`src/rtl/riscv_trace_buf.sv`:
```
// Commit-trace capture buffer: circular RAM of retired {pc,instr,ctrl} samples,
// frozen a fixed number of samples after a trigger and streamed out oldest-first.
module riscv_trace_buf #(
  parameter int unsigned PC_W      = 32,
  parameter int unsigned INSTR_W   = 32,
  parameter int unsigned CTRL_W    = 8,
  parameter int unsigned DEPTH     = 16,
  parameter int unsigned POST_TRIG = 8
) (
  input  logic                              i_clk,
  input  logic                              i_rst_n,
  input  logic                              i_in_valid,
  input  logic [PC_W-1:0]                   i_in_pc,
  input  logic [INSTR_W-1:0]                i_in_instr,
  input  logic [CTRL_W-1:0]                 i_in_ctrl,
  input  logic                              i_arm,
  input  logic                              i_trig_ext,
  input  logic                              i_trig_pc_en,
  input  logic [PC_W-1:0]                   i_trig_pc,
  input  logic                              i_rd_req,
  output logic                              o_rd_valid,
  output logic [PC_W+INSTR_W+CTRL_W-1:0]    o_rd_data,
  output logic                              o_rd_last,
  output logic [1:0]                        o_state,
  output logic [$clog2(DEPTH):0]            o_count,
  output logic                              o_overflow
);

  localparam int unsigned AW = $clog2(DEPTH);
  localparam int unsigned CW = AW + 1;
  localparam int unsigned DW = PC_W + INSTR_W + CTRL_W;

  typedef enum logic [1:0] {
    StIdle  = 2'd0,
    StArmed = 2'd1,
    StPost  = 2'd2,
    StDone  = 2'd3
  } state_e;

  state_e          r_state, w_state_nxt;
  logic [AW-1:0]   r_wr_ptr, w_wr_ptr_nxt;
  logic [AW-1:0]   r_post_cnt, w_post_cnt_nxt;
  logic [CW-1:0]   r_count, w_count_nxt;
  logic [CW-1:0]   r_rd_cnt, w_rd_cnt_nxt;
  logic            r_overflow, w_overflow_nxt;
  logic            r_rd_valid, w_rd_valid_nxt;
  logic            r_rd_last, w_rd_last_nxt;
  logic [DW-1:0]   r_rd_data, w_rd_data_nxt;
  logic [DW-1:0]   r_mem [DEPTH];

  logic            w_trig;
  logic            w_wr_en;
  logic            w_full;
  logic [AW-1:0]   w_rd_addr;
  logic [DW-1:0]   w_wr_data;

  assign w_trig    = i_trig_ext | (i_trig_pc_en & i_in_valid & (i_in_pc == i_trig_pc));
  assign w_full    = (r_count == CW'(DEPTH));
  assign w_wr_en   = !i_arm && i_in_valid && ((r_state == StArmed) || (r_state == StPost));
  assign w_wr_data = {i_in_pc, i_in_instr, i_in_ctrl};
  // Once wrapped, the oldest surviving entry sits at the frozen write pointer.
  assign w_rd_addr = (r_overflow ? r_wr_ptr : '0) + r_rd_cnt[AW-1:0];

  always_comb begin
    w_state_nxt    = r_state;
    w_wr_ptr_nxt   = r_wr_ptr;
    w_post_cnt_nxt = r_post_cnt;
    w_count_nxt    = r_count;
    w_rd_cnt_nxt   = r_rd_cnt;
    w_overflow_nxt = r_overflow;
    w_rd_valid_nxt = 1'b0;
    w_rd_last_nxt  = 1'b0;
    w_rd_data_nxt  = r_rd_data;

    if (w_wr_en) begin
      w_wr_ptr_nxt = r_wr_ptr + AW'(1);
      if (w_full) begin
        w_overflow_nxt = 1'b1;
      end else begin
        w_count_nxt = r_count + CW'(1);
      end
    end

    if (i_arm) begin
      w_state_nxt    = StArmed;
      w_wr_ptr_nxt   = '0;
      w_post_cnt_nxt = '0;
      w_count_nxt    = '0;
      w_rd_cnt_nxt   = '0;
      w_overflow_nxt = 1'b0;
    end else begin
      unique case (r_state)
        StIdle: begin
        end
        StArmed: begin
          if (w_trig) begin
            w_post_cnt_nxt = '0;
            w_state_nxt    = (POST_TRIG == 0) ? StDone : StPost;
          end
        end
        StPost: begin
          if (w_wr_en) begin
            w_post_cnt_nxt = r_post_cnt + AW'(1);
            if ((r_post_cnt + AW'(1)) == AW'(POST_TRIG)) begin
              w_state_nxt = StDone;
            end
          end
        end
        StDone: begin
          if (i_rd_req) begin
            if (r_count == '0) begin
              w_state_nxt = StIdle;
            end else begin
              w_rd_valid_nxt = 1'b1;
              w_rd_data_nxt  = r_mem[w_rd_addr];
              w_rd_cnt_nxt   = r_rd_cnt + CW'(1);
              if ((r_rd_cnt + CW'(1)) == r_count) begin
                w_rd_last_nxt = 1'b1;
                w_state_nxt   = StIdle;
              end
            end
          end
        end
        default: begin
        end
      endcase
    end
  end

  always_ff @(posedge i_clk or negedge i_rst_n) begin
    if (!i_rst_n) begin
      r_state    <= StIdle;
      r_wr_ptr   <= '0;
      r_post_cnt <= '0;
      r_count    <= '0;
      r_rd_cnt   <= '0;
      r_overflow <= 1'b0;
      r_rd_valid <= 1'b0;
      r_rd_last  <= 1'b0;
      r_rd_data  <= '0;
    end else begin
      r_state    <= w_state_nxt;
      r_wr_ptr   <= w_wr_ptr_nxt;
      r_post_cnt <= w_post_cnt_nxt;
      r_count    <= w_count_nxt;
      r_rd_cnt   <= w_rd_cnt_nxt;
      r_overflow <= w_overflow_nxt;
      r_rd_valid <= w_rd_valid_nxt;
      r_rd_last  <= w_rd_last_nxt;
      r_rd_data  <= w_rd_data_nxt;
    end
  end

  // Trace RAM carries no reset so it can map onto block memory.
  always_ff @(posedge i_clk) begin
    if (w_wr_en) begin
      r_mem[r_wr_ptr] <= w_wr_data;
    end
  end

  assign o_rd_valid = r_rd_valid;
  assign o_rd_data  = r_rd_data;
  assign o_rd_last  = r_rd_last;
  assign o_state    = r_state;
  assign o_count    = r_count;
  assign o_overflow = r_overflow;

endmodule
```
`config.mk`:
```
export PLATFORM = sky130hd
export DESIGN_NAME = riscv_trace_buf
export DESIGN_NICKNAME = d
export VERILOG_FILES = /design/src/rtl/riscv_trace_buf.sv
export SDC_FILE = /design/constraint.sdc
export NUM_CORES = 1
export LEC_CHECK = 0
export ABC_CLOCK_PERIOD_IN_PS = 18400
export BUFFER_PORTS_ARGS = -buffer_cell sky130_fd_sc_hd__buf_4
export CORE_UTILIZATION = 30
export DETAILED_ROUTE_END_ITERATION = 7
export SETUP_SLACK_MARGIN = 0.2
export SLEW_MARGIN = 20
export SYNTH_ARGS = -nofsm -noshare
export SYNTH_HDL_FRONTEND = slang
export SYNTH_SLANG_ARGS = --single-unit
```
`constraint.sdc`:
```
create_clock -name i_clk -period 18.4 [get_ports i_clk]
set_input_delay 0 -clock i_clk [delete_from_list [all_inputs] [get_ports i_clk]]
set_output_delay 0 -clock i_clk [all_outputs]
set_load 0.03 [all_outputs]
```
* Yosys cells after proc, flatten, opt, wreduce, memory -nomap -nowiden
Memories as Yosys holds them, arrays and structs flattened. A register that Yosys moved wholly into a read port is not among the register bits.
Index checks and enable logic that the tools add are counted.
** Storage, ports and cells
- Memories kept :: 1
- Memory bits (writable) :: 1152
- Register bits after elaboration :: 23
- Latch bits :: 0
- Output and inout port bits :: 82
- Logic and storage cells :: 87
- Memory bits (read-only) :: 0
** Cells by class
- Div/mod/pow operators :: 0
- Reductions and logical operators :: 18
- Equality and inequality tests :: 14
- Bitwise operators :: 5
- Add/subtract/negate cells :: 5
- Order comparisons :: 0
- Mux-type cells :: 36
- Shifts and indexed selects :: 0
- Multiply operators :: 0
** Memory list
- r_mem :: words 16, bits a word 72, rd ports 1, clocked after Yosys merged registers in 1, write ports 1, RTL line 49 : logic [DW-1:0] r_mem [DEPTH];
** Operators with widths (number)
- 2-to-1 mux 5 bit :: 7
- == test 32 bit :: 1
- 2-to-1 mux 4 bit :: 6
- 2-to-1 mux 1 bit :: 14
- 2-to-1 mux 2 bit :: 7
- adder 5 x 1 -> 5 bit, second input constant :: 2
- != test 3 bit, second input constant :: 3
- adder 4 x 1 -> 4 bit, second input constant :: 2
- one-hot mux 4 bit (2 select lines) :: 1
- nonzero test 2 bit :: 4
- one-hot mux 2 bit (3 select lines) :: 1
- AND reduction 3 bit :: 2
- AND reduction 6 bit :: 1
- == test 5 bit :: 1
- == test 5 bit, second input constant :: 1
- logical NOT 5 bit :: 1
- adder 4 bit :: 1
- == test 2 bit, second input constant :: 2
- == test 4 bit, second input constant :: 1
- != test 2 bit, second input constant :: 2
- != test 4 bit, second input constant :: 1
- AND reduction 2 bit :: 2
- AND reduction 4 bit :: 1
- nonzero test 4 bit :: 1
- 9 further kinds :: 13

* Depth between registers and ports, before layout
Gate-level depths: netlist of run 1.
- Depth in word-level cells :: 7
- Mapped depth :: 12

* Worst setup path after synthesis of run 1
No wires, ideal clock.
- Path type :: flip-flop to flip-flop
- From :: register r_state[0] (netlist: o_state[0])
- To :: memory r_mem[3][0] (netlist name), enable pin
- Stages on the path, launching flop included :: 7
- Arrival :: 6305 ps
- Buffers on the path :: 0
- Slack :: 11504 ps
- Clock period less this slack :: 6896 ps
- Cell sequence :: dfrtp_1 -> inv_1 -> ha_1 -> nand2b_1 -> nor2_1 -> nand2_1 -> nor3_1
** Between the ends
- Longest elaborated chain between the ends :: 5
- Elaborated cells between the ends (all ways) :: 6
** RTL lines
- start, declared :: RTL line 40 : state_e r_state, w_state_nxt;
- start signal, assigned :: RTL line 132 : r_state <= StIdle;
- start signal, assigned :: RTL line 142 : r_state <= w_state_nxt;
- == test 2 x 1 -> 1 bit / == test 2 bit (equally long branches) :: RTL line 59 : assign w_wr_en = !i_arm && i_in_valid && ((r_state == StArmed) || (r_state == StPost));
- logical OR 1 bit (*) :: RTL line 59
- logical AND 1 bit (*) :: RTL line 59
- 2-to-1 mux 1 bit (*) :: RTL line 156 : if (w_wr_en) begin
- 2-to-1 mux 1 bit (implied by the code) (*) :: RTL line 157 : r_mem[r_wr_ptr] <= w_wr_data;
- end, declared :: RTL line 49
Mark *: on every way between the ends. The rest lies on a longest branch, timed or not.

* Final worst setup path of run 1
- From :: register r_wr_ptr[0]
- To :: register r_rd_data[61] (netlist: o_rd_data[61]) (read register of r_mem)
** Between the ends
- Longest elaborated chain between the ends :: 2
** RTL lines
- start, declared :: RTL line 41 : logic [AW-1:0] r_wr_ptr, w_wr_ptr_nxt;
- start signal, assigned :: RTL line 143 : r_wr_ptr <= w_wr_ptr_nxt;
- 2-to-1 mux 4 bit :: RTL line 62 : assign w_rd_addr = (r_overflow ? r_wr_ptr : '0) + r_rd_cnt[AW-1:0];
- adder 4 bit :: RTL line 62
- end, declared :: RTL line 48 : logic [DW-1:0] r_rd_data, w_rd_data_nxt;
Every way passes these cells.
A chain may end at the register's enable or synchronous reset.

==> results of run 1 <==
==> worst max path at each step <==
stage,startpoint,to,slack [ns],cells after the start
after global placement,r_wr_ptr[0]$_DFFE_PN0P_,o_rd_data[64]$_DFFE_PN0P_,14.01,9
final,r_wr_ptr[0]$_DFFE_PN0P_,o_rd_data[61]$_DFFE_PN0P_,14.20,10
after CTS,r_wr_ptr[0]$_DFFE_PN0P_,o_rd_data[61]$_DFFE_PN0P_,14.03,9
after detailed placement,r_wr_ptr[0]$_DFFE_PN0P_,o_rd_data[67]$_DFFE_PN0P_,14.01,9
after global routing,r_wr_ptr[0]$_DFFE_PN0P_,o_rd_data[1]$_DFFE_PN0P_,13.74,10
after floorplan,o_state[0]$_DFFE_PN0P_,r_mem[3][0]$_DFFE_PP_,11.50,6
==> worst min-delay path, stage by stage <==
cell and delay, ns:
sky130_fd_sc_hd__buf_4 0.08, sky130_fd_sc_hd__xor2_1 0.13, sky130_fd_sc_hd__nor4_1 0.08, sky130_fd_sc_hd__nand2_1 0.12, sky130_fd_sc_hd__nor4_4 0.08, sky130_fd_sc_hd__o2111ai_1 0.17, sky130_fd_sc_hd__o311ai_1 0.11
==> stage by stage <==
stage	setup WS [ns]	instance area, µm²	hold WS [ns]	total power [mW]
finish	14.20	57400	0.0898	6.72
global route	13.74	57400	0.0816	6.96
detailed placement	14.01	52400	0.0733	4.22
floorplan	11.50	48300	-0.296	3.85
global placement	14.01	52400	0.0784	4.22
CTS	14.03	57400	0.0275	6.80
==> layer usage <==
| layer | up-vias | track usage |
|---|---|---|
| met3 | 184 | 0.0286 |
| met5 | - | 0 |
| met1 | 13200 | 0.205 |
| li1 | 10600 | - |
| met2 | 767 | 0.263 |
| met4 | 12 | 0.0472 |
==> synthesized netlist by cell type, types with 5 or more instances <==
master | count | area [µm²]
sky130_fd_sc_hd__mux4_2 | 288 | 6490
sky130_fd_sc_hd__edfxtp_1 | 1152 | 34600
sky130_fd_sc_hd__clkbuf_1 | 63 | 236
sky130_fd_sc_hd__buf_6 | 8 | 90.1
sky130_fd_sc_hd__dfrtp_1 | 95 | 2380
sky130_fd_sc_hd__nor2b_1 | 6 | 37.5
sky130_fd_sc_hd__nand3_1 | 219 | 1100
sky130_fd_sc_hd__ha_1 | 14 | 175
sky130_fd_sc_hd__buf_1 | 13 | 48.8
sky130_fd_sc_hd__nor3_1 | 7 | 35.0
sky130_fd_sc_hd__nand4_1 | 5 | 31.3
sky130_fd_sc_hd__nor4_1 | 5 | 31.3
sky130_fd_sc_hd__a21oi_1 | 5 | 25.0
sky130_fd_sc_hd__xor2_1 | 43 | 377
sky130_fd_sc_hd__inv_1 | 14 | 52.6
sky130_fd_sc_hd__nand2_1 | 454 | 1700
sky130_fd_sc_hd__buf_2 | 47 | 235
sky130_fd_sc_hd__xnor2_1 | 9 | 78.8
sky130_fd_sc_hd__nor2_1 | 32 | 120
==> cell families (layout without fill, tap and decap cells) <==
kind of cell / Yosys count / after routing
XOR/XNOR: 54 / 54
AND/OR/NAND/NOR: 744 / 744
multiplexers: 290 / 290
adder cells (fa/ha/maj): 15 / 15
buffers and inverters: 147 / 588
flip-flops: 1247 / 1247
AO/OA/AOI/OAI: 28 / 28
other: 0 / 1
==> flip-flops by register name, indices dropped and copies added, names as in the netlist <==
register / count
r_rd_cnt: 5
r_post_cnt: 4
r_mem: 1152
o_rd_data: 72
r_wr_ptr: 4
o_overflow: 1
o_rd_last: 1
o_count: 5
o_state: 2
o_rd_valid: 1
==> final cells by class <==
cell class              count  area [µm²]  area share
diodes                      1        2.50   0.0000436
clock buffers             173        3520      0.0613
clock inverters            70         623      0.0108
inverters                  15        58.8     0.00102
multi-input cells        1131       10800       0.188
flip-flops and latches   1247       37000       0.644
well taps                2146        2690      0.0468
repair buffers            330        2780      0.0484
==> power groups by stage <==
stage          registers (mW)  logic, mW  clock network (mW)
3_5_place_dp             3.40      0.820                   0
4_1_cts                  3.35      0.845                2.61
5_1_grt                  3.35      0.891                2.71
6_report                 3.34      0.824                2.55
2_1_floorplan            3.52      0.336                   0
3_3_place_gp             3.40      0.814                   0
==> impl_table.tex, run 1 <==
\begin{tabular}{lr}
\hline
Metric & Value \\
\hline
\multicolumn{2}{l}{\textbf{Clock network}} \\
Clk pin slew, worst setup/hold paths & 0.06 ns \\
Clock tree sinks & approximately 1200 \\
Cts bufs inserted & 131 \\
CTS tree & built \\
Clock Tree Root & sky130\_fd\_sc\_hd\_\_clkbuf\_16 \\
Number of cells upsized or downsized after cts & 0 \\
CTS Buffer Depth & 3 \\
Post-CTS setup-driven buffer insertion count & 0 \\
Count of hold buffers inserted by post-cts repair & between 80 and 90 \\
CTS HTree Levels & 4 \\
Clock latency on the worst-skew pair & roughly 0.76 ns \\
\multicolumn{2}{l}{\textbf{Timing}} \\
Highest achievable clock rate & around 240 MHz \\
Setup repair after global routing missed its margin & false \\
Max Clock Skew & 0.0286 ns \\
Min cycle time layout & $\sim$4.2 ns \\
Period Utilization, post-route & 0.228 \\
Endpoints failing hold & 0 \\
Rel. slew slack & 0.276 \\
Transition time of the tightest slew-check pin & approximately 1.1 ns \\
Setup total negative slack & 0 ns \\
Slew Limit Fails & 0 \\
Final-report setup violation count & 0 \\
\multicolumn{2}{l}{\textbf{Drt}} \\
Detailed-route wire length on metal 1 & between 50000 and 60000 µm \\
Antenna Nets Post-Route & 0 \\
DRC Markers & 0 \\
Met2 WL & $\sim$63000 µm \\
Metal3 WL & 6640 µm \\
Total Wirelength & approximately 130000 µm \\
Total via count in the routed design & between 20000 and 25000 \\
Iter 0 DRT Violations & 2082 \\
Number of vias per cell after detailed routing & about 4.9 \\
Top Layer Used & met5 \\
WL/cell & approximately 25 µm \\
Pre-Repair DR Iteration Count & 7 \\
\multicolumn{2}{l}{\textbf{Hold path}} \\
Startpoint of the most critical hold path & i\_trig\_pc[8] \\
Depth of the worst hold-timing path & 7 \\
Min-Delay Path Class & in -> reg \\
Hold EP & r\_post\_cnt[2]\$\_DFFE\_PN0P\_ \\
\multicolumn{2}{l}{\textbf{Final layout}} \\
Ratio of cells with drive above 1 in the final layout & 0.253 \\
Most common cell after layout, fill and taps aside & sky130\_fd\_sc\_hd\_\_edfxtp\_1 \\
Finished Layout Cells & just over 5000 \\
Count of filler cells inserted in the layout & between 10000 and 15000 \\
Commonest non-fill, non-tap cells in the layout & 1152 x sky130\_fd\_sc\_hd\_\_edfxtp\_1, 454 x sky130\_fd\_sc\_hd\_\_nand2\_1, 288 x sky130\_fd\_sc\_hd\_\_mux4\_2 \\
Final Util & 0.361 \\
Syn-to-layout area delta & 19.0\% \\
Final net count & 2982 \\
\multicolumn{2}{l}{\textbf{Worst setup path}} \\
Register-to-register setup slack & roughly 14 ns \\
Element type at the critical path end & flop \\
Terminus of the critical flop-to-flop path & o\_rd\_data[61]\$\_DFFE\_PN0P\_ \\
Startpoint of the most critical register-to-register path & r\_wr\_ptr[0]\$\_DFFE\_PN0P\_ \\
Data arrival, critical path & 4.84 ns \\
Critical Path Source Type & flop \\
Critical path cell sequence & and2\_1 -> ha\_4 -> buf\_12 -> buf\_16 -> buf\_4 -> mux4\_2 -> nand2\_1 -> nand3\_1 -> nand3\_1 -> nand2\_1 \\
Stage delay of the slowest cell on the critical path & roughly 0.9 ns \\
Reg2Reg Depth & 10 \\
Type of the worst setup path & reg -> reg \\
Largest fanout of any net on the critical path & 60 \\
Worst-path cell with the longest stage delay & sky130\_fd\_sc\_hd\_\_ha\_4 \\
Critical path buffer and inverter count & 3 \\
Top delay family on crit path & buffers and inverters \\
CP Data Required Time & between 15 and 20 ns \\
\multicolumn{2}{l}{\textbf{Power}} \\
Net switching power & approximately 1.7 mW \\
Internal & between 4 and 5 mW \\
Comb power frac & 0.123 \\
Power density normalized to cell area & roughly 120 mW/mm² \\
Leakage dissipation & $\sim$19 nW \\
Switching share of power & 0.256 \\
Power share of the clock group & 0.380 \\
Maximum vdd drop & roughly 84 µV \\
Sequential group share of total power & 0.497 \\
\multicolumn{2}{l}{\textbf{Placement}} \\
Cell total after placement & 4784 \\
Number of I/O port buffers & $\sim$190 \\
Post-detailed-placement half-perimeter wirelength & $\sim$65000 µm \\
Routability-driven placement congestion ratio & between 0.7 and 0.8 \\
\multicolumn{2}{l}{\textbf{Die}} \\
Number of placement rows & between 100 and 150 \\
Die Wd & a little over 400 µm \\
Die area & between 0.15 and 0.2 mm² \\
Die boundary height & $\sim$400 µm \\
Initial core utilization & 0.303 \\
Number of top-level design ports & roughly 190 \\
Core area & $\sim$0.16 mm² \\
\multicolumn{2}{l}{\textbf{Yosys}} \\
Share of async-settable or async-resettable flops after synthesis & 0.0762 \\
Synth Area in Simple Gates & 0.0663 \\
Sequential share of the synthesized area & 0.766 \\
Post-Syn Instances & 2525 \\
Synth Area per Inst & 19.1 µm² \\
Number of flip-flops and latches in the synthesized netlist & around 1200 \\
Synthesized net count & about 2700 \\
Number of synthesized flops with an enable pin & roughly 1200 \\
Combinational family with the most area after synthesis & multiplexers \\
Post-synthesis compound-gate area fraction & 0.00454 \\
Synth Area in XOR/XNOR & 0.0101 \\
Count of distinct cell types in the synthesized netlist & slightly above 50 \\
Synth Area in Adders & 0.00405 \\
Synth warnings & 0 \\
Synthesized area & about 0.048 mm² \\
Main flop type after synthesis & sky130\_fd\_sc\_hd\_\_edfxtp\_1 \\
Multiplexer share of the synthesized area & 0.135 \\
\multicolumn{2}{l}{\textbf{Global route}} \\
Grt ovf & 0 \\
Antenna violations before repair & 13 \\
Number of global-route vias before repair & 25500 \\
Total routing resource utilization after global routing & 0.156 \\
First-pass GRT wire length & between 150000 and 200000 µm \\
Pin count of the biggest net entering global routing & approximately 130 \\
\multicolumn{2}{l}{\textbf{Flow run}} \\
Number of maximum-capacitance constraint violations & 0 \\
\multicolumn{2}{l}{\textbf{Status}} \\
Result of the run & completed \\
\hline
\end{tabular}
(Power assumes the default switching activity.)
==> inputs of run 2 (changes only) <==
ABC_CLOCK_PERIOD_IN_PS = 3800   (was 18400)
clock period = 3.8 ns   (was 18.4 ns; I/O delays follow)
==> run 2 against run 1 <==
  * Critical path depth rose by 1
  * Via count rose by 0.46%
  * Worst setup slack got worse by 14 ns
  * Design area rose by 2.0%
  * Clock-buffer cell count fell by 12
  * Power rose to 4.9 times the previous value
  * Core utilization rose by 0.71 points
  * Combinational power rose to 5.0 times the previous value
  * Sequential power rose to 4.8 times the previous value
  * Worst hold slack got worse by 0.0073 ns
  * Die area did not move
  * Largest cell class unchanged
==> impl_table.tex, run 2 (synthesized netlist as in run 1, its figures left out) <==
\begin{tabular}{lr}
\hline
Metric & Value \\
\hline
\multicolumn{2}{l}{\textbf{Global route}} \\
Total routing resource utilization after global routing & 0.156 (about the same) \\
Grt ovf & 0 (unchanged) \\
Pin count of the biggest net entering global routing & 74 (-43\%) \\
Number of global-route vias before repair & 25700 (+0.65\%) \\
First-pass GRT wire length & 183000 µm (+0.38\%) \\
Antenna violations before repair & 11 (-2) \\
\multicolumn{2}{l}{\textbf{Power}} \\
Net switching power & 8.31 mW (+380\%) \\
Internal & 24.8 mW (+400\%) \\
Power density normalized to cell area & 565 mW/mm² (+380\%) \\
Maximum vdd drop & 407 µV (+390\%) \\
Power share of the clock group & 0.390 (+0.010) \\
Switching share of power & 0.251 (-0.00493) \\
Leakage dissipation & 19.7 nW (+2.4\%) \\
Sequential group share of total power & 0.486 (-0.011) \\
Comb power frac & 0.123 (about the same) \\
\multicolumn{2}{l}{\textbf{Final layout}} \\
Syn-to-layout area delta & 21.4\% \\
Finished Layout Cells & 5156 (+0.84\%) \\
Number of antenna diodes & 0 (-1) \\
Multi-input gate area in the final layout & 0.0108 mm² (+0.23\%) \\
Count of filler cells inserted in the layout & 14600 (-0.82\%) \\
Final cell area excluding filler cells & 0.0586 mm² (+2.0\%) \\
Max reg flops & 1152 (unchanged) \\
Commonest non-fill, non-tap cells in the layout & 1152 x sky130\_fd\_sc\_hd\_\_edfxtp\_1, 454 x sky130\_fd\_sc\_hd\_\_nand2\_1, 288 x sky130\_fd\_sc\_hd\_\_mux4\_2 \\
Flip-flop and latch area & 0.0370 mm² (about the same) \\
Most common cell after layout, fill and taps aside & sky130\_fd\_sc\_hd\_\_edfxtp\_1 \\
Ratio of cells with drive above 1 in the final layout & 0.272 (+0.0186) \\
Register containing the most flip-flops in the final layout & r\_mem \\
Final Util & 0.368 (+0.00707) \\
Final net count & 3031 (+1.6\%) \\
\multicolumn{2}{l}{\textbf{Placement}} \\
Post-detailed-placement half-perimeter wirelength & 69500 µm (+7.3\%) \\
Number of I/O port buffers & 192 (unchanged) \\
Cell total after placement & 4835 (+1.1\%) \\
Routability-driven placement congestion ratio & 0.717 (+1.9\%) \\
DP Worst Slack & 0.527 ns (-13.49 ns) \\
Post-DP Area & 0.0533 mm² (+1.8\%) \\
\multicolumn{2}{l}{\textbf{Drt}} \\
WL/cell & 24.5 µm (-1.5\%) \\
Number of vias per cell after detailed routing & 4.83 (-0.38\%) \\
Pre-Repair DR Iteration Count & 5 (-2) \\
Iter 0 DRT Violations & 2527 (+21\%) \\
Total Wirelength & 126000 µm (-0.72\%) \\
Antenna Nets Post-Route & 0 (unchanged) \\
DRC Markers & 0 (unchanged) \\
Total via count in the routed design & 24900 (+0.46\%) \\
\multicolumn{2}{l}{\textbf{Clock network}} \\
CTS Buffer Depth & 3 (unchanged) \\
Clock latency on the worst-skew pair & 0.77 ns (about the same) \\
Cts bufs inserted & 130 (-0.76\%) \\
CTS HTree Levels & 4 (unchanged) \\
CTS tree & built \\
Clk pin slew, worst setup/hold paths & 0.07 ns (about the same) \\
Number of cells upsized or downsized after cts & 0 (unchanged) \\
Clock Tree Root & sky130\_fd\_sc\_hd\_\_clkbuf\_16 \\
Clock tree sinks & 1247 (unchanged) \\
\multicolumn{2}{l}{\textbf{Worst setup path}} \\
CP Data Required Time & 4.45 ns (-14.59 ns) \\
Largest fanout of any net on the critical path & 39 (-35\%) \\
Data arrival, critical path & 3.93 ns (-0.91 ns) \\
Critical path cell sequence & and2\_1 -> ha\_4 -> inv\_1 -> fa\_4 -> buf\_12 -> buf\_4 -> mux4\_2 -> nand2\_1 -> nand3\_1 -> nand3\_1 -> nand2\_1 \\
Critical Path Source Type & flop \\
Type of the worst setup path & reg -> reg \\
Stage delay of the slowest cell on the critical path & 1.03 ns (+0.15 ns) \\
Worst-path cell with the longest stage delay & sky130\_fd\_sc\_hd\_\_fa\_4 \\
Element type at the critical path end & flop \\
Register-to-register setup slack & 0.52 ns (-13.68 ns) \\
\multicolumn{2}{l}{\textbf{Timing}} \\
Endpoints failing hold & 0 (unchanged) \\
Worst setup slack after layout & 0.521 ns (-13.68 ns) \\
Transition time of the tightest slew-check pin & 1.04 ns (-0.0385 ns) \\
Final-report setup violation count & 0 (unchanged) \\
Rel. slew slack & 0.305 (+0.0289) \\
Slew Limit Fails & 0 (unchanged) \\
Highest achievable clock rate & 305 MHz (+28\%) \\
Max Clock Skew & 0.0351 ns (+0.00646 ns) \\
Period Utilization, post-route & 0.863 (+0.635) \\
Min cycle time layout & 3.28 ns (-0.922 ns) \\
Setup repair after global routing missed its margin & false \\
Setup total negative slack & 0 ns (unchanged) \\
\multicolumn{2}{l}{\textbf{Die}} \\
Core area & 0.159 mm² (unchanged) \\
Die boundary height & 403 µm (unchanged) \\
Number of placement rows & 146 (unchanged) \\
Number of top-level design ports & 193 (unchanged) \\
Die Wd & 403 µm (unchanged) \\
Initial core utilization & 0.303 (unchanged) \\
Die area & 0.162 mm² (unchanged) \\
\multicolumn{2}{l}{\textbf{Flow run}} \\
Number of maximum-capacitance constraint violations & 0 (unchanged) \\
\multicolumn{2}{l}{\textbf{Hold path}} \\
Min-Delay Path Class & in -> reg \\
\multicolumn{2}{l}{\textbf{Status}} \\
Result of the run & completed \\
\hline
\end{tabular}
-- run 2: final timing paths --
check / depth (start not counted) / start / end
max: 11 / r_wr_ptr[0]$_DFFE_PN0P_ / o_rd_data[23]$_DFFE_PN0P_
min reg2reg: 2 / o_rd_data[50]$_DFFE_PN0P_ / o_rd_data[50]$_DFFE_PN0P_
max reg2reg: 11 / r_wr_ptr[0]$_DFFE_PN0P_ / o_rd_data[23]$_DFFE_PN0P_
min: 2 / i_in_instr[10] / r_mem[2][18]$_DFFE_PP_
max in group asynchronous: 4 / i_rst_n / r_rd_cnt[3]$_DFFE_PN0P_
min in group asynchronous: 4 / i_rst_n / o_count[3]$_DFFE_PN0P_
-- run 2: what timing repair did --
| action | CTS | global route |
|---|---|---|
| hold buffers | 84 | 0 |
| setup buffers | 0 | 0 |
| hold endpoints to repair | 1268 | 0 |
| endpoints found under the setup margin | 0 | 0 |
-- run 2: worst max-delay path: cells and delay by family, from the launching register on --
kind          cells  cell delay [ns]
buf+inv           3             0.67
fa+ha+maj         2             1.17
flops             1             0.44
mux               1             0.33
simple gates      5             0.51
-- run 2: stage by stage --
step	hold slack (ns)	total power, mW
final	0.0824	33.1
after global routing	0.0602	34.3
after CTS	0.0257	33.5
after detailed placement	0.0827	20.5
after global placement	0.0695	20.4
after floorplan	-0.296	18.6
-- run 2: routing by layer --
metal | vias to the layer above | track usage | share of wire
li1 | 10700 | - | -
met1 | 13300 | 0.215 | 0.44
met2 | 697 | 0.253 | 0.48
met3 | 180 | 0.0286 | 0.055
met4 | 14 | 0.0433 | 0.020
met5 | - | 0 | 0.00076
-- run 2: power groups by stage --
stage	sequential [mW]	combinational, mW	clock, mW
CTS	16.1	4.20	13.2
finish	16.1	4.08	12.9
detailed placement	16.4	4.09	0
floorplan	17.0	1.63	0
global route	16.2	4.45	13.7
global placement	16.4	4.07	0
-- run 2: layout make-up --
class / count / area share
sequential: 1247 / 0.631
inverter: 15 / 0.00100
clock buffer: 161 / 0.0586
multi-input combinational: 1131 / 0.185
tap: 2146 / 0.0459
clock inverter: 76 / 0.0157
timing repair buffer: 380 / 0.0627
==> inputs of run 3 (changes only) <==
PLACE_DENSITY = 0.49   (was unset)
==> run 3 against run 2 <==
  * Non-clock buffer count fell by 29
  * Sequential cell count stayed put
  * Sequential share of layout area decreased by 0.051 points
  * Worst hold slack lost 0.013 ns
  * Via count decreased by 0.10%
  * Register-to-register slack better by 0.099 ns
  * Critical path depth down 2
  * Sequential power about the same
  * First-iteration DRC count decreased by 25%
  * Core utilization about the same
  * Largest power group unchanged
==> impl_table.tex, run 3 (synthesized netlist as in run 1, its figures left out) <==
\begin{tabular}{lr}
\hline
Metric & Value \\
\hline
\multicolumn{2}{l}{\textbf{Status}} \\
Result of the run & completed \\
\multicolumn{2}{l}{\textbf{Timing}} \\
Worst setup slack after layout & 0.481 ns (-0.0403 ns) \\
Min cycle time layout & 3.32 ns (+0.0403 ns) \\
Rel. slew slack & 0.308 (+0.00345) \\
Max Clock Skew & 0.0299 ns (-0.00514 ns) \\
Setup repair after global routing missed its margin & false \\
Final-report setup violation count & 0 (unchanged) \\
Transition time of the tightest slew-check pin & 1.03 ns (-0.00358 ns) \\
Highest achievable clock rate & 301 MHz (-1.2\%) \\
Setup total negative slack & 0 ns (unchanged) \\
Endpoints failing hold & 0 (unchanged) \\
Slew Limit Fails & 0 (unchanged) \\
Period Utilization, post-route & 0.873 (+0.0106) \\
\multicolumn{2}{l}{\textbf{Die}} \\
Die boundary height & 403 µm (unchanged) \\
Die area & 0.162 mm² (unchanged) \\
Initial core utilization & 0.303 (unchanged) \\
Number of placement rows & 146 (unchanged) \\
Number of top-level design ports & 193 (unchanged) \\
Core area & 0.159 mm² (unchanged) \\
Die Wd & 403 µm (unchanged) \\
\multicolumn{2}{l}{\textbf{Placement}} \\
Post-detailed-placement half-perimeter wirelength & 67400 µm (-3.0\%) \\
Number of I/O port buffers & 192 (unchanged) \\
Post-DP Area & 0.0531 mm² (-0.40\%) \\
DP Worst Slack & 0.613 ns (+0.0866 ns) \\
Routability-driven placement congestion ratio & 0.704 (-1.8\%) \\
\multicolumn{2}{l}{\textbf{Global route}} \\
Antenna violations before repair & 8 (-3) \\
Grt ovf & 0 (unchanged) \\
Number of global-route vias before repair & 26500 (+3.2\%) \\
First-pass GRT wire length & 190000 µm (+3.4\%) \\
Pin count of the biggest net entering global routing & 75 (+1.4\%) \\
Total routing resource utilization after global routing & 0.164 (+0.00742) \\
\multicolumn{2}{l}{\textbf{Drt}} \\
DRC Markers & 0 (unchanged) \\
Total Wirelength & 132000 µm (+4.4\%) \\
Iter 0 DRT Violations & 1886 (-25\%) \\
Pre-Repair DR Iteration Count & 5 (unchanged) \\
WL/cell & 25.6 µm (+4.5\%) \\
Total via count in the routed design & 24900 (-0.10\%) \\
Antenna Nets Post-Route & 0 (unchanged) \\
Number of vias per cell after detailed routing & 4.84 (about the same) \\
\multicolumn{2}{l}{\textbf{Final layout}} \\
Flip-flop and latch area & 0.0370 mm² (unchanged) \\
Final net count & 3011 (-0.66\%) \\
Count of filler cells inserted in the layout & 14600 (+0.22\%) \\
Multi-input gate area in the final layout & 0.0108 mm² (about the same) \\
Register containing the most flip-flops in the final layout & r\_mem \\
Syn-to-layout area delta & 21.5\% (about the same) \\
Most common cell after layout, fill and taps aside & sky130\_fd\_sc\_hd\_\_edfxtp\_1 \\
Max reg flops & 1152 (unchanged) \\
Final cell area excluding filler cells & 0.0586 mm² (about the same) \\
Commonest non-fill, non-tap cells in the layout & 1152 x sky130\_fd\_sc\_hd\_\_edfxtp\_1, 454 x sky130\_fd\_sc\_hd\_\_nand2\_1, 288 x sky130\_fd\_sc\_hd\_\_mux4\_2 \\
Ratio of cells with drive above 1 in the final layout & 0.262 (-0.00927) \\
\multicolumn{2}{l}{\textbf{Clock network}} \\
Clock latency on the worst-skew pair & 0.78 ns (about the same) \\
CTS Buffer Depth & 3 (unchanged) \\
Post-CTS setup-driven buffer insertion count & 0 (unchanged) \\
Count of hold buffers inserted by post-cts repair & 86 (+2.4\%) \\
CTS HTree Levels & 4 (unchanged) \\
Cts bufs inserted & 139 (+6.9\%) \\
Number of cells upsized or downsized after cts & 0 (unchanged) \\
Clk pin slew, worst setup/hold paths & 0.07 ns (about the same) \\
CTS tree & built \\
Clock Tree Root & sky130\_fd\_sc\_hd\_\_clkbuf\_16 \\
Clock tree sinks & 1247 (unchanged) \\
\multicolumn{2}{l}{\textbf{Power}} \\
Maximum vdd drop & 450 µV (+11\%) \\
Power density normalized to cell area & 572 mW/mm² (+1.3\%) \\
Final Power & 33.5 mW (+1.3\%) \\
Leakage dissipation & 19.6 nW (-0.14\%) \\
\multicolumn{2}{l}{\textbf{Worst setup path}} \\
Terminus of the critical flop-to-flop path & o\_rd\_data[15]\$\_DFFE\_PN0P\_ \\
Element type at the critical path end & flop \\
Largest fanout of any net on the critical path & 17 (-56\%) \\
Critical path cell sequence & dlygate4sd3\_1 -> buf\_4 -> xor2\_1 -> nor4\_1 -> nand2\_1 -> nor4\_4 -> o221ai\_1 -> a221o\_1 -> dlygate4sd3\_1 \\
Worst path most repeated cell & sky130\_fd\_sc\_hd\_\_dlygate4sd3\_1 \\
Data arrival, critical path & 3.98 ns (+0.05 ns) \\
Type of the worst setup path & in -> reg \\
Startpoint of the most critical register-to-register path & r\_wr\_ptr[0]\$\_DFFE\_PN0P\_ \\
Critical Path Source Type & input pin \\
Register-to-register setup slack & 0.62 ns (+0.10 ns) \\
Reg2Reg Depth & 11 (unchanged) \\
CP Data Required Time & 4.46 ns (about the same) \\
Stage delay of the slowest cell on the critical path & 0.92 ns (-0.11 ns) \\
Worst-path cell with the longest stage delay & sky130\_fd\_sc\_hd\_\_nor4\_1 \\
\multicolumn{2}{l}{\textbf{Hold path}} \\
Startpoint of the most critical hold path & i\_in\_instr[0] \\
Hold EP & r\_mem[0][8]\$\_DFFE\_PP\_ \\
Min-Delay Path Class & in -> reg \\
Depth of the worst hold-timing path & 2 (unchanged) \\
\multicolumn{2}{l}{\textbf{Flow run}} \\
Number of maximum-capacitance constraint violations & 0 (unchanged) \\
\hline
\end{tabular}
-- run 3: changes by cell type in the layout (fill, tap and decap cells not counted), sizes merged --
cell,previous run,this run
buf,297,266
bufinv,14,8
clkbuf,161,210
clkinv,44,32
clkinvlp,7,4
diode,0,2
dlygate4sd3,83,85
inv,26,19
-- run 3: final cells by class --
cell class                 count  share of cell area
antenna                        2           0.0000854
clock buffer                 210              0.0684
clock inverter                48             0.00980
inverter                      15            0.000982
multi-input combinational   1131               0.185
sequential                  1247               0.631
tap                         2146              0.0458
timing repair buffer         351              0.0595
-- run 3: metal layers --
| layer | up-vias | routed length (µm) | track usage |
|---|---|---|---|
| met3 | 171 | 6670 | 0.0324 |
| met4 | 10 | 2510 | 0.0430 |
| met5 | - | 57 | 0 |
| met2 | 656 | 63900 | 0.268 |
| met1 | 13400 | 58700 | 0.223 |
| li1 | 10700 | - | - |
-- run 3: how the worst max path moves through the flow --
| stage | start | cells past startpoint | slack (ns) | end |
|---|---|---|---|---|
| final | i_in_pc[0] | 9 | 0.48 | o_state[0]$_DFFE_PN0P_ |
| after global routing | i_in_pc[0] | 9 | 0.24 | o_state[0]$_DFFE_PN0P_ |
| after CTS | i_in_pc[0] | 9 | 0.48 | o_state[0]$_DFFE_PN0P_ |
| after detailed placement | r_wr_ptr[0]$_DFFE_PN0P_ | 11 | 0.61 | o_rd_data[15]$_DFFE_PN0P_ |
| after global placement | r_wr_ptr[0]$_DFFE_PN0P_ | 11 | 0.59 | o_rd_data[15]$_DFFE_PN0P_ |
| after floorplan | o_state[0]$_DFFE_PN0P_ | 6 | 0.08 | r_mem[11][0]$_DFFE_PP_ |
-- run 3: worst max-delay path: cells and delay by family --
kind,cells,cell delay (ns)
and+or+nand+nor,3,1.76
buffers and inverters,3,1.31
AOI/OAI and AO/OA,2,0.55
xor gates and xnor gates,1,0.34
-- run 3: metrics by stage --
stage	std cells	utilization	hold slack (ns)
2_1_floorplan	2525	-	-0.296
3_3_place_gp	4804	0.334	0.119
3_5_place_dp	4804	0.334	0.115
4_1_cts	5148	0.368	0.00489
5_1_grt	5149	0.368	0.0491
6_report	5150	0.368	0.0690
-- run 3: report_power, final --
part	internal [mW]	total, mW	switching [mW]
registers	15.7	16.1	0.459
logic	1.62	4.03	2.42
clock network	7.89	13.4	5.47
total	25.2	33.5	8.35
